`src/rtl/dino_pkg.sv`:
```
// Shared dino game constants, codes and box helpers.
// Same values the object controller and renderer use.
package dino_pkg;

    typedef enum logic [1:0] {
        GS_INIT  = 2'd0,
        GS_START = 2'd1,
        GS_END   = 2'd2,
        GS_RESET = 2'd3
    } game_state_e;

    typedef enum logic [2:0] {
        LOW_BIRD     = 3'd0,
        HIGH_BIRD    = 3'd1,
        SMALL_CACTUS = 3'd2,
        MANY_CACTUS  = 3'd3,
        BIG_CACTUS   = 3'd4,
        NOTHING      = 3'd5
    } danger_type_e;

    typedef enum logic {
        DINO_SIT   = 1'b0,
        DINO_STAND = 1'b1
    } dino_pose_e;

    localparam int WINDOW_WIDTH  = 640;
    localparam int WINDOW_HEIGHT = 480;

    localparam logic [10:0] DINO_X        = 11'd40;
    localparam logic [10:0] GROUND_Y      = 11'd400;
    localparam logic [10:0] STAND_W       = 11'd44;
    localparam logic [10:0] STAND_H       = 11'd47;
    localparam logic [10:0] SIT_W         = 11'd59;
    localparam logic [10:0] SIT_H         = 11'd30;
    localparam logic [10:0] LOW_BIRD_OFS  = 11'd10;
    localparam logic [10:0] HIGH_BIRD_OFS = 11'd35;

    localparam logic [10:0] BIG_W   = 11'd27;
    localparam logic [10:0] BIG_H   = 11'd50;
    localparam logic [10:0] SMALL_W = 11'd19;
    localparam logic [10:0] SMALL_H = 11'd36;
    localparam logic [10:0] MANY_W  = 11'd77;
    localparam logic [10:0] MANY_H  = 11'd49;
    localparam logic [10:0] BIRD_W  = 11'd47;
    localparam logic [10:0] BIRD_H  = 11'd42;

    typedef struct packed {
        logic [10:0] x_l;
        logic [10:0] x_r;
        logic [10:0] y_t;
        logic [10:0] y_b;
    } box_t;

    typedef struct packed {
        logic       en;
        logic [2:0] typ;
        logic [9:0] pos;
    } danger_t;

    function automatic logic [10:0] sat_sub(
        input logic [10:0] a,
        input logic [10:0] b
    );
        return (a < b) ? 11'd0 : a - b;
    endfunction

    function automatic logic danger_live(input danger_t d);
        return d.en && (d.typ <= 3'd4);
    endfunction

    function automatic box_t danger_box(input danger_t d);
        logic [10:0] w;
        logic [10:0] h;
        logic [10:0] bot;
        box_t        b;
        w   = 11'd0;
        h   = 11'd0;
        bot = GROUND_Y;
        case (d.typ)
            LOW_BIRD: begin
                w   = BIRD_W;
                h   = BIRD_H;
                bot = GROUND_Y - LOW_BIRD_OFS;
            end
            HIGH_BIRD: begin
                w   = BIRD_W;
                h   = BIRD_H;
                bot = GROUND_Y - HIGH_BIRD_OFS;
            end
            SMALL_CACTUS: begin
                w = SMALL_W;
                h = SMALL_H;
            end
            MANY_CACTUS: begin
                w = MANY_W;
                h = MANY_H;
            end
            BIG_CACTUS: begin
                w = BIG_W;
                h = BIG_H;
            end
            default: ;
        endcase
        b.x_r = {1'b0, d.pos};
        b.x_l = sat_sub({1'b0, d.pos}, w);
        b.y_b = bot;
        b.y_t = sat_sub(bot, h);
        return b;
    endfunction

endpackage

```
`src/rtl/box_overlap.sv`:
```
// Half-open 2-D overlap test of two axis-aligned boxes.
// Edges that merely touch do not count as overlap.
module box_overlap
    import dino_pkg::*;
(
    input  box_t a,
    input  box_t b,
    output logic hit
);

    logic x_hit;
    logic y_hit;

    assign x_hit = (a.x_l < b.x_r) && (b.x_l < a.x_r);
    assign y_hit = (a.y_t < b.y_b) && (b.y_t < a.y_b);
    assign hit   = x_hit && y_hit;

endmodule

```
`src/rtl/collision_detector.sv`:
```
// Sequential dino-vs-danger collision scanner.
// One slot per cycle against a snapshot; sticky flag.
module collision_detector
    import dino_pkg::*;
(
    input  logic       game_clk,
    input  logic       rst,
    input  logic [1:0] game_state,
    input  logic [9:0] dino_pos,
    input  logic       dino_behavior,
    input  logic [9:0] danger_pos1,
    input  logic [9:0] danger_pos2,
    input  logic [9:0] danger_pos3,
    input  logic [2:0] danger_type1,
    input  logic [2:0] danger_type2,
    input  logic [2:0] danger_type3,
    input  logic       danger_en1,
    input  logic       danger_en2,
    input  logic       danger_en3,
    output logic       isColision,
    output logic [1:0] hit_slot,
    output logic       scan_done
);

    typedef enum logic [2:0] {
        IDLE,
        SNAP,
        CHK1,
        CHK2,
        CHK3,
        REPORT
    } state_e;

    state_e      state_q;
    state_e      state_d;

    box_t        dino_q;
    box_t        dino_d;
    danger_t     danger_q [3];
    logic [1:0]  hit_idx_q;

    danger_t     cur_danger;
    logic [1:0]  cur_idx;
    box_t        cur_box;
    logic        cur_overlap;
    logic        cur_hit;

    logic        in_start;
    logic        in_clear;

    assign in_start = (game_state == GS_START);
    assign in_clear = (game_state == GS_INIT) ||
                      (game_state == GS_RESET);

    always_comb begin
        dino_d     = '0;
        dino_d.x_l = DINO_X;
        if (dino_behavior == DINO_STAND) begin
            dino_d.x_r = DINO_X + STAND_W;
            dino_d.y_t = sat_sub({1'b0, dino_pos}, STAND_H);
        end else begin
            dino_d.x_r = DINO_X + SIT_W;
            dino_d.y_t = sat_sub({1'b0, dino_pos}, SIT_H);
        end
        dino_d.y_b = {1'b0, dino_pos};
    end

    // One shared overlap unit, fed by whichever slot is under test
    always_comb begin
        cur_danger = '0;
        cur_idx    = 2'd0;
        unique case (1'b1)
            (state_q == CHK1): begin
                cur_danger = danger_q[0];
                cur_idx    = 2'd1;
            end
            (state_q == CHK2): begin
                cur_danger = danger_q[1];
                cur_idx    = 2'd2;
            end
            (state_q == CHK3): begin
                cur_danger = danger_q[2];
                cur_idx    = 2'd3;
            end
            default: ;
        endcase
    end

    assign cur_box = danger_box(cur_danger);

    box_overlap u_overlap (
        .a   (dino_q),
        .b   (cur_box),
        .hit (cur_overlap)
    );

    assign cur_hit = cur_overlap &&
                     danger_live(cur_danger) &&
                     (cur_idx != 2'd0);

    always_ff @(posedge game_clk or posedge rst) begin
        if (rst) begin
            state_q <= IDLE;
        end else begin
            state_q <= state_d;
        end
    end

    always_comb begin
        state_d = state_q;
        if (!in_start) begin
            state_d = IDLE;
        end else begin
            case (state_q)
                IDLE:   if (!isColision) state_d = SNAP;
                SNAP:   state_d = CHK1;
                CHK1:   state_d = CHK2;
                CHK2:   state_d = CHK3;
                CHK3:   state_d = REPORT;
                REPORT: state_d = (hit_idx_q == 2'd0) ? SNAP : IDLE;
                default: state_d = IDLE;
            endcase
        end
    end

    always_ff @(posedge game_clk or posedge rst) begin
        if (rst) begin
            dino_q     <= '0;
            for (int i = 0; i < 3; i++) danger_q[i] <= '0;
            hit_idx_q  <= 2'd0;
            isColision <= 1'b0;
            hit_slot   <= 2'd0;
            scan_done  <= 1'b0;
        end else begin
            scan_done <= 1'b0;
            if (in_clear) begin
                isColision <= 1'b0;
                hit_slot   <= 2'd0;
            end else if (in_start) begin
                case (state_q)
                    SNAP: begin
                        dino_q      <= dino_d;
                        danger_q[0] <= '{danger_en1, danger_type1, danger_pos1};
                        danger_q[1] <= '{danger_en2, danger_type2, danger_pos2};
                        danger_q[2] <= '{danger_en3, danger_type3, danger_pos3};
                        hit_idx_q   <= 2'd0;
                    end
                    CHK1, CHK2, CHK3: begin
                        if (cur_hit && hit_idx_q == 2'd0) hit_idx_q <= cur_idx;
                    end
                    REPORT: begin
                        scan_done <= 1'b1;
                        if (hit_idx_q != 2'd0) begin
                            isColision <= 1'b1;
                            hit_slot   <= hit_idx_q;
                        end
                    end
                    default: ;
                endcase
            end
        end
    end

endmodule

```
`config.mk`:
```
export PLATFORM = sky130hd
export DESIGN_NAME = collision_detector
export DESIGN_NICKNAME = d
export VERILOG_FILES = /design/src/rtl/dino_pkg.sv /design/src/rtl/box_overlap.sv /design/src/rtl/collision_detector.sv
export SDC_FILE = /design/constraint.sdc
export NUM_CORES = 1
export LEC_CHECK = 0
export BUFFER_PORTS_ARGS = -buffer_cell sky130_fd_sc_hd__buf_2
export CORE_ASPECT_RATIO = 1.75
export CORE_UTILIZATION = 40
export CTS_CLUSTER_SIZE = 12
export DETAILED_ROUTE_END_ITERATION = 16
export GPL_TIMING_DRIVEN = 0
export HOLD_SLACK_MARGIN = 0.12
export PLACE_DENSITY = 0.65
export SKIP_CTS_REPAIR_TIMING = 1
export SLEW_MARGIN = 20
export SYNTH_ARGS = -nofsm -noshare
export SYNTH_HDL_FRONTEND = slang
export SYNTH_SLANG_ARGS = --single-unit
```
`constraint.sdc`:
```
create_clock -name game_clk -period 4.3 [get_ports game_clk]
set_input_delay 0.215 -clock game_clk [delete_from_list [all_inputs] [get_ports game_clk]]
set_output_delay 0.215 -clock game_clk [all_outputs]
set_load 0.02 [all_outputs]
```
# After elaboration in Yosys (flattened, before gate mapping)

Index checks and enable logic that the tools add are counted.

Bits of input ports: 57
Word-level logic and storage cells: 95
Register bits after elaboration: 84

Muxes and demuxes: 27
Bitwise gates (word level): 1
Add/subtract/negate cells: 4
Reduce and logical (&&, ||, !) cells: 23
$lt $le $gt $ge: 9
Equal/unequal tests: 13

Operator list:

| kind                                                | number |
|---|---|
| two-way mux 11 bit                                  | 4 |
| case mux 14 bit (3 select lines)                    | 1 |
| case mux 7 bit (4 select lines)                     | 1 |
| case mux 6 bit (4 select lines)                     | 1 |
| < comparator 11 bit                                 | 2 |
| case mux 3 bit (6 select lines)                     | 1 |
| two-way mux 17 bit                                  | 1 |
| case mux 8 bit (2 select lines)                     | 1 |
| == test 3 x 2 -> 1 bit, second input constant       | 4 |
| nonzero test 2 bit                                  | 6 |
| < comparator 10 x 11 -> 1 bit                       | 1 |
| < comparator 11 x 10 -> 1 bit                       | 1 |
| < comparator 11 x 9 -> 1 bit                        | 1 |
| subtractor 10 x 11 -> 11 bit                        | 1 |
| subtractor 10 x 5 -> 11 bit, second input constant  | 1 |
| subtractor 10 x 6 -> 11 bit, second input constant  | 1 |
| subtractor 11 bit                                   | 1 |
| < comparator 10 x 5 -> 1 bit, second input constant | 1 |
| < comparator 10 x 6 -> 1 bit, second input constant | 1 |
| < comparator 6 x 10 -> 1 bit                        | 1 |
| two-way mux 2 bit                                   | 5 |
| == test 3 bit, second input constant                | 3 |
| two-way mux 1 bit                                   | 8 |
| logical AND 1 bit                                   | 7 |
| other kinds (17)                                    | 22 |

# Logic depth before layout (Yosys ltp)

Depth in word-level cells: 15
Mapped depth: 23

# By module

A second synthesis with hierarchy kept.

Cell total of the unflattened synthesis: 637
Area, all modules: 5250.0 µm²

By module, submodules not included:

| module             | instances | area an instance (µm²) | cells each | seq. area each (µm²) |
|---|---|---|---|---|
| collision_detector | 1         | 4229.1                 | 494        | 1876.8 |
| box_overlap        | 1         | 1021.0                 | 143        | 0.0 |

# Least setup slack after synthesis

No wires, ideal clock.

Path type: register -> register
Start point: register state_q[0]
End point: register hit_idx_q[0]
Period minus slack after synthesis: 4062 ps
Required time: 4223 ps
Slack: 238 ps
Path buffers: 1
Arrival time: 3985 ps
Library setup time: 77 ps
Cell stages (with the launch flop): 19
Path through: dfrtp_1 buf_6 nor3b_4 o2bb2ai_1 o21ai_1 o21ai_0 ha_1 nor2b_1 o2111ai_1 nand3_1 a21oi_1 nor2b_1 ha_1 nor2b_1 o21a_1 o21ai_0 nand3_1 or4_1 o21ai_1

Cells in the longest elaborated chain, start to end: 15

Ends and longest elaborated chain:

| item                                                                               | line                                                | source |
|---|---|---|
| start: declaration                                                                 | collision_detector.sv:34                            | `state_e state_q;` |
| start signal: assignment                                                           | collision_detector.sv:105                           | `state_q <= state_d;` |
| == test 3 bit (tied with other cells)                                              | collision_detector.sv:81, collision_detector.sv:140 |  |
| case mux 14 bit (3 select lines)                                                   | collision_detector.sv:72                            | `unique case (1'b1)` |
| == test 3 x 1 -> 1 bit or logical NOT 3 bit (tied branches)                        | dino_pkg.sv:79                                      | `case (d.typ)` |
| OR reduction 2 bit (no source line)                                                | n/a                                                 |  |
| case mux 7 bit (4 select lines) or case mux 6 bit (4 select lines) (tied branches) | dino_pkg.sv:79                                      |  |
| subtractor 10 x 11 -> 11 bit (tied with other cells)                               | dino_pkg.sv:64                                      | `return (a < b) ? 11'd0 : a - b;` |
| two-way mux 11 bit                                                                 | dino_pkg.sv:64                                      |  |
| < comparator 11 bit or < comparator 11 x 10 -> 1 bit (tied branches)               | box_overlap.sv:14, box_overlap.sv:15                |  |
| logical AND 1 bit, on equally long branches                                        | box_overlap.sv:14, box_overlap.sv:15                |  |
| logical AND 1 bit                                                                  | box_overlap.sv:16                                   | `assign hit = x_hit && y_hit;` |
| logical AND 1 bit                                                                  | collision_detector.sv:97                            | `assign cur_hit = cur_overlap &&` |
| logical AND 1 bit                                                                  | collision_detector.sv:98                            | `danger_live(cur_danger) &&` |
| logical AND 1 bit                                                                  | collision_detector.sv:149                           | `if (cur_hit && hit_idx_q == 2'd0) hit_idx_q <= cur_idx;` |
| inequality test 2 bit (no source line)                                             | n/a                                                 |  |
| AND reduction 4 bit (no source line)                                               | n/a                                                 |  |
| end signal: assignment                                                             | collision_detector.sv:149                           |  |
| end: declaration                                                                   | collision_detector.sv:40                            | `logic [1:0] hit_idx_q;` |

Several ways; a longest one is shown, not always the timed one. The select of a mux whose other input is x is not followed.
A chain may end at the register's enable or synchronous reset.

# Worst setup path in the final report

Start point: register state_q[1]
End point: register hit_idx_q[0]

The elaborated chain is that of the path after synthesis.

==> metrics.cfg <==
[synthesis]
synth_area_leader_cell = dfrtp_1
synth_edf_count = 0
avgSynthCellArea_um2 = 8.493
async_flop_share = 1.000
synth_cell_type_count = 66
post-synth-top-count-cell = nand2_1
yosysWarningCount = 0
synth-seq-cells = 75
syn_inst = 551
ys_top_cells_by_count = nand2_1, dfrtp_1, ha_1
seq_area_frac_synth = 0.4011
synth_top_area_frac = 0.4011
synth_area_um2 = 4679
synth_fp_nets = 645
synthTopCellsByArea = dfrtp_1, nand2_1, ha_1, o21ai_0, mux2i_1
synth_flop_cell = dfrtp_1

[worst_setup_path]
cp_max_fo = 8
reg2regPathDepth = 19
required_ps = 4560
cp-endpoint = hit_idx_q[0]$_DFFE_PP0P_
r2r-start = state_q[1]$_DFFE_PP0P_
path_class = reg2reg
crit_start = state_q[1]$_DFFE_PP0P_
reg2reg_to = hit_idx_q[0]$_DFFE_PP0P_
arrival_ps = 4530
end_kind = flip-flop
startpoint_type = flip-flop
r2r_slack_ps = 30

[power]
leakagePower_nw = 3.028
p_per_area_nw_per_um2 = 352.8
vdd_drop_max_uv = 291.4
finalPower_mw = 2.201

[cts]
cts_buffers = 9
clock_latency_ps = 340
clk_pin_slew_ps = 60
h-tree-depth = 3
root_buffer = clkbuf_16
clockBufferDepth = 2
cts_tree = built
clock-sinks = 75

[place]
pre_cts_ws_ps = -588.4
io_buffers = 57
hpwl_um = 10030
gp_congestion = 0.8754
placed_area_um2 = 5160

[routing]
drtAntennaViolNets = 0
drc = 0
viasPerCell = 5.494
num_vias = 4478
dr.pass1.iters = 6
wl_per_cell_um = 17.03
totalWireLength_um = 13880
drtIter0Drc = 273

[timing]
slew_viol_final = 0
setup_viol_count_final = 0
period_minus_slack_ps = 4265
hold_viol_final = 0
worst_pin_slew_ps = 748.8
fin_ws_ps = 34.95
setup_tns_ps = 0
clock.fmax_mhz = 234.5
timing.slew.headroom = 0.4962
worst_clock_skew_ps = 11.11
final.period_utilization = 0.9919

[die]
dieArea_um2 = 12150
die_w_um = 83.76
core_um2 = 11230
initial_core_util = 0.4167
rows = 51
num_io_pins = 61
die_y_um = 145.1

[hold_path]
holdCritPathClass = in2reg
hold_start = dino_behavior

[global_routing]
gr-total-overflow = 0
antenna_found_initial = 0
grt_max_degree = 49
grt_util_all_layers = 0.2198
grt_pass1_vias = 4227
grt_pass1_wl_um = 20840

[finish]
synthToLayoutAreaGrowth_pct = 33.32
drive_above_1_share = 0.2020
fin_area_um2 = 6238
final_nets = 773
post-route-util = 0.5555
antennaDiodeCount = 0

[status]
status = finished, final reports clean

[job]
cap_violations = 0

## report_power, final
part	internal (mW)	total, mW	switching [mW]
Sequential	0.847	0.942	0.0947
Combinational	0.235	0.507	0.272
Clock	0.459	0.752	0.293
## per-stage QoR
stage / std cells / hold WS [ps]
5_1_grt: 815 / 169.7
3_3_place_gp: 740 / 404.1
4_1_cts: 756 / -130.1
3_5_place_dp: 741 / 235.5
6_report: 815 / 148.9
2_1_floorplan: 551 / 320.4
## flip-flops by register name, indices dropped and copies added, names as in the netlist
name        cells
danger_q       42
dino_q         24
state_q         3
hit_idx_q       2
hit_slot        2
isColision      1
scan_done       1
## final cells by class
cell class,count,area [um^2]
well taps,132,165.2
repair buffers,117,874.6
clock buffers,10,239.0
flip-flops and latches,75,1877
multi-input cells,426,2784
inverters,27,103.9
plain buffers,23,141.4
fillers,1012,4992
clock inverters,5,53.80
## per-layer routing
layer | vias to the layer above | global-route usage | share of wire
met5 | - | 0 | 0
met4 | 0 | 0.1432 | 0.071
met3 | 69 | 0.02218 | 0.034
met2 | 160 | 0.4102 | 0.54
met1 | 2098 | 0.2273 | 0.36
li1 | 2151 | - | -
## cell usage in the layout (no fill, tap or decap), drive strengths merged, types with 3 or more instances in the layout
cell and instances:
a211oi 7, a21boi 3, a21o 4, a21oi 16
a221o 3, a22oi 3, a2bb2oi 5, a31oi 3
and3 3, buf 87, clkbuf 20, clkinv 4
dfrtp 75, dlygate4sd3 43, ha 36, inv 27
mux2i 15, nand2 173, nand2b 3, nand3 9
nand3b 4, nand4 3, nor2 26, nor2b 4
nor3 5, nor3b 3, nor4 4, o211ai 3
o21a 6, o21ai 36, o22ai 4, o2bb2ai 6
or2 4, xnor2 6, xor2 3
## critical path, stage by stage (launching register included)
cell,delay [ps]
dfrtp_1,360
buf_4,170
nor3b_4,410
buf_6,170
o2bb2ai_4,180
o21ai_2,140
o21ai_2,110
ha_1,250
nor2b_1,140
o2111ai_1,290
nand3_1,200
a21oi_4,240
nor2b_1,70
ha_1,280
nor2b_1,130
o21a_1,160
o21ai_0,140
nand3_1,90
or4_4,490
o21ai_1,150
## worst min-delay path by stage
stage | endpoint | slack, ps | cells after the start
floorplan | danger_q[0]$_DFFE_PP0P_ | 320 | 2
global placement | danger_q[27]$_DFFE_PP0P_ | 400 | 3
detailed placement | dino_q[3]$_DFFE_PP0P_ | 240 | 2
CTS | dino_q[2]$_DFFE_PP0P_ | -130 | 2
global route | dino_q[27]$_DFFE_PP0P_ | 170 | 2
finish | dino_q[27]$_DFFE_PP0P_ | 150 | 2
## cells by family after synthesis
family | share of synthesized area
AND/OR/NAND/NOR | 0.2377
AO/OA/AOI/OAI | 0.1586
flip-flops | 0.4011
buffers and inverters | 0.05241
adder cells (fa/ha/maj) | 0.1005
multiplexers | 0.03208
XOR/XNOR | 0.01685
other | 0.0008014
Power figures use the tool's default switching activity.
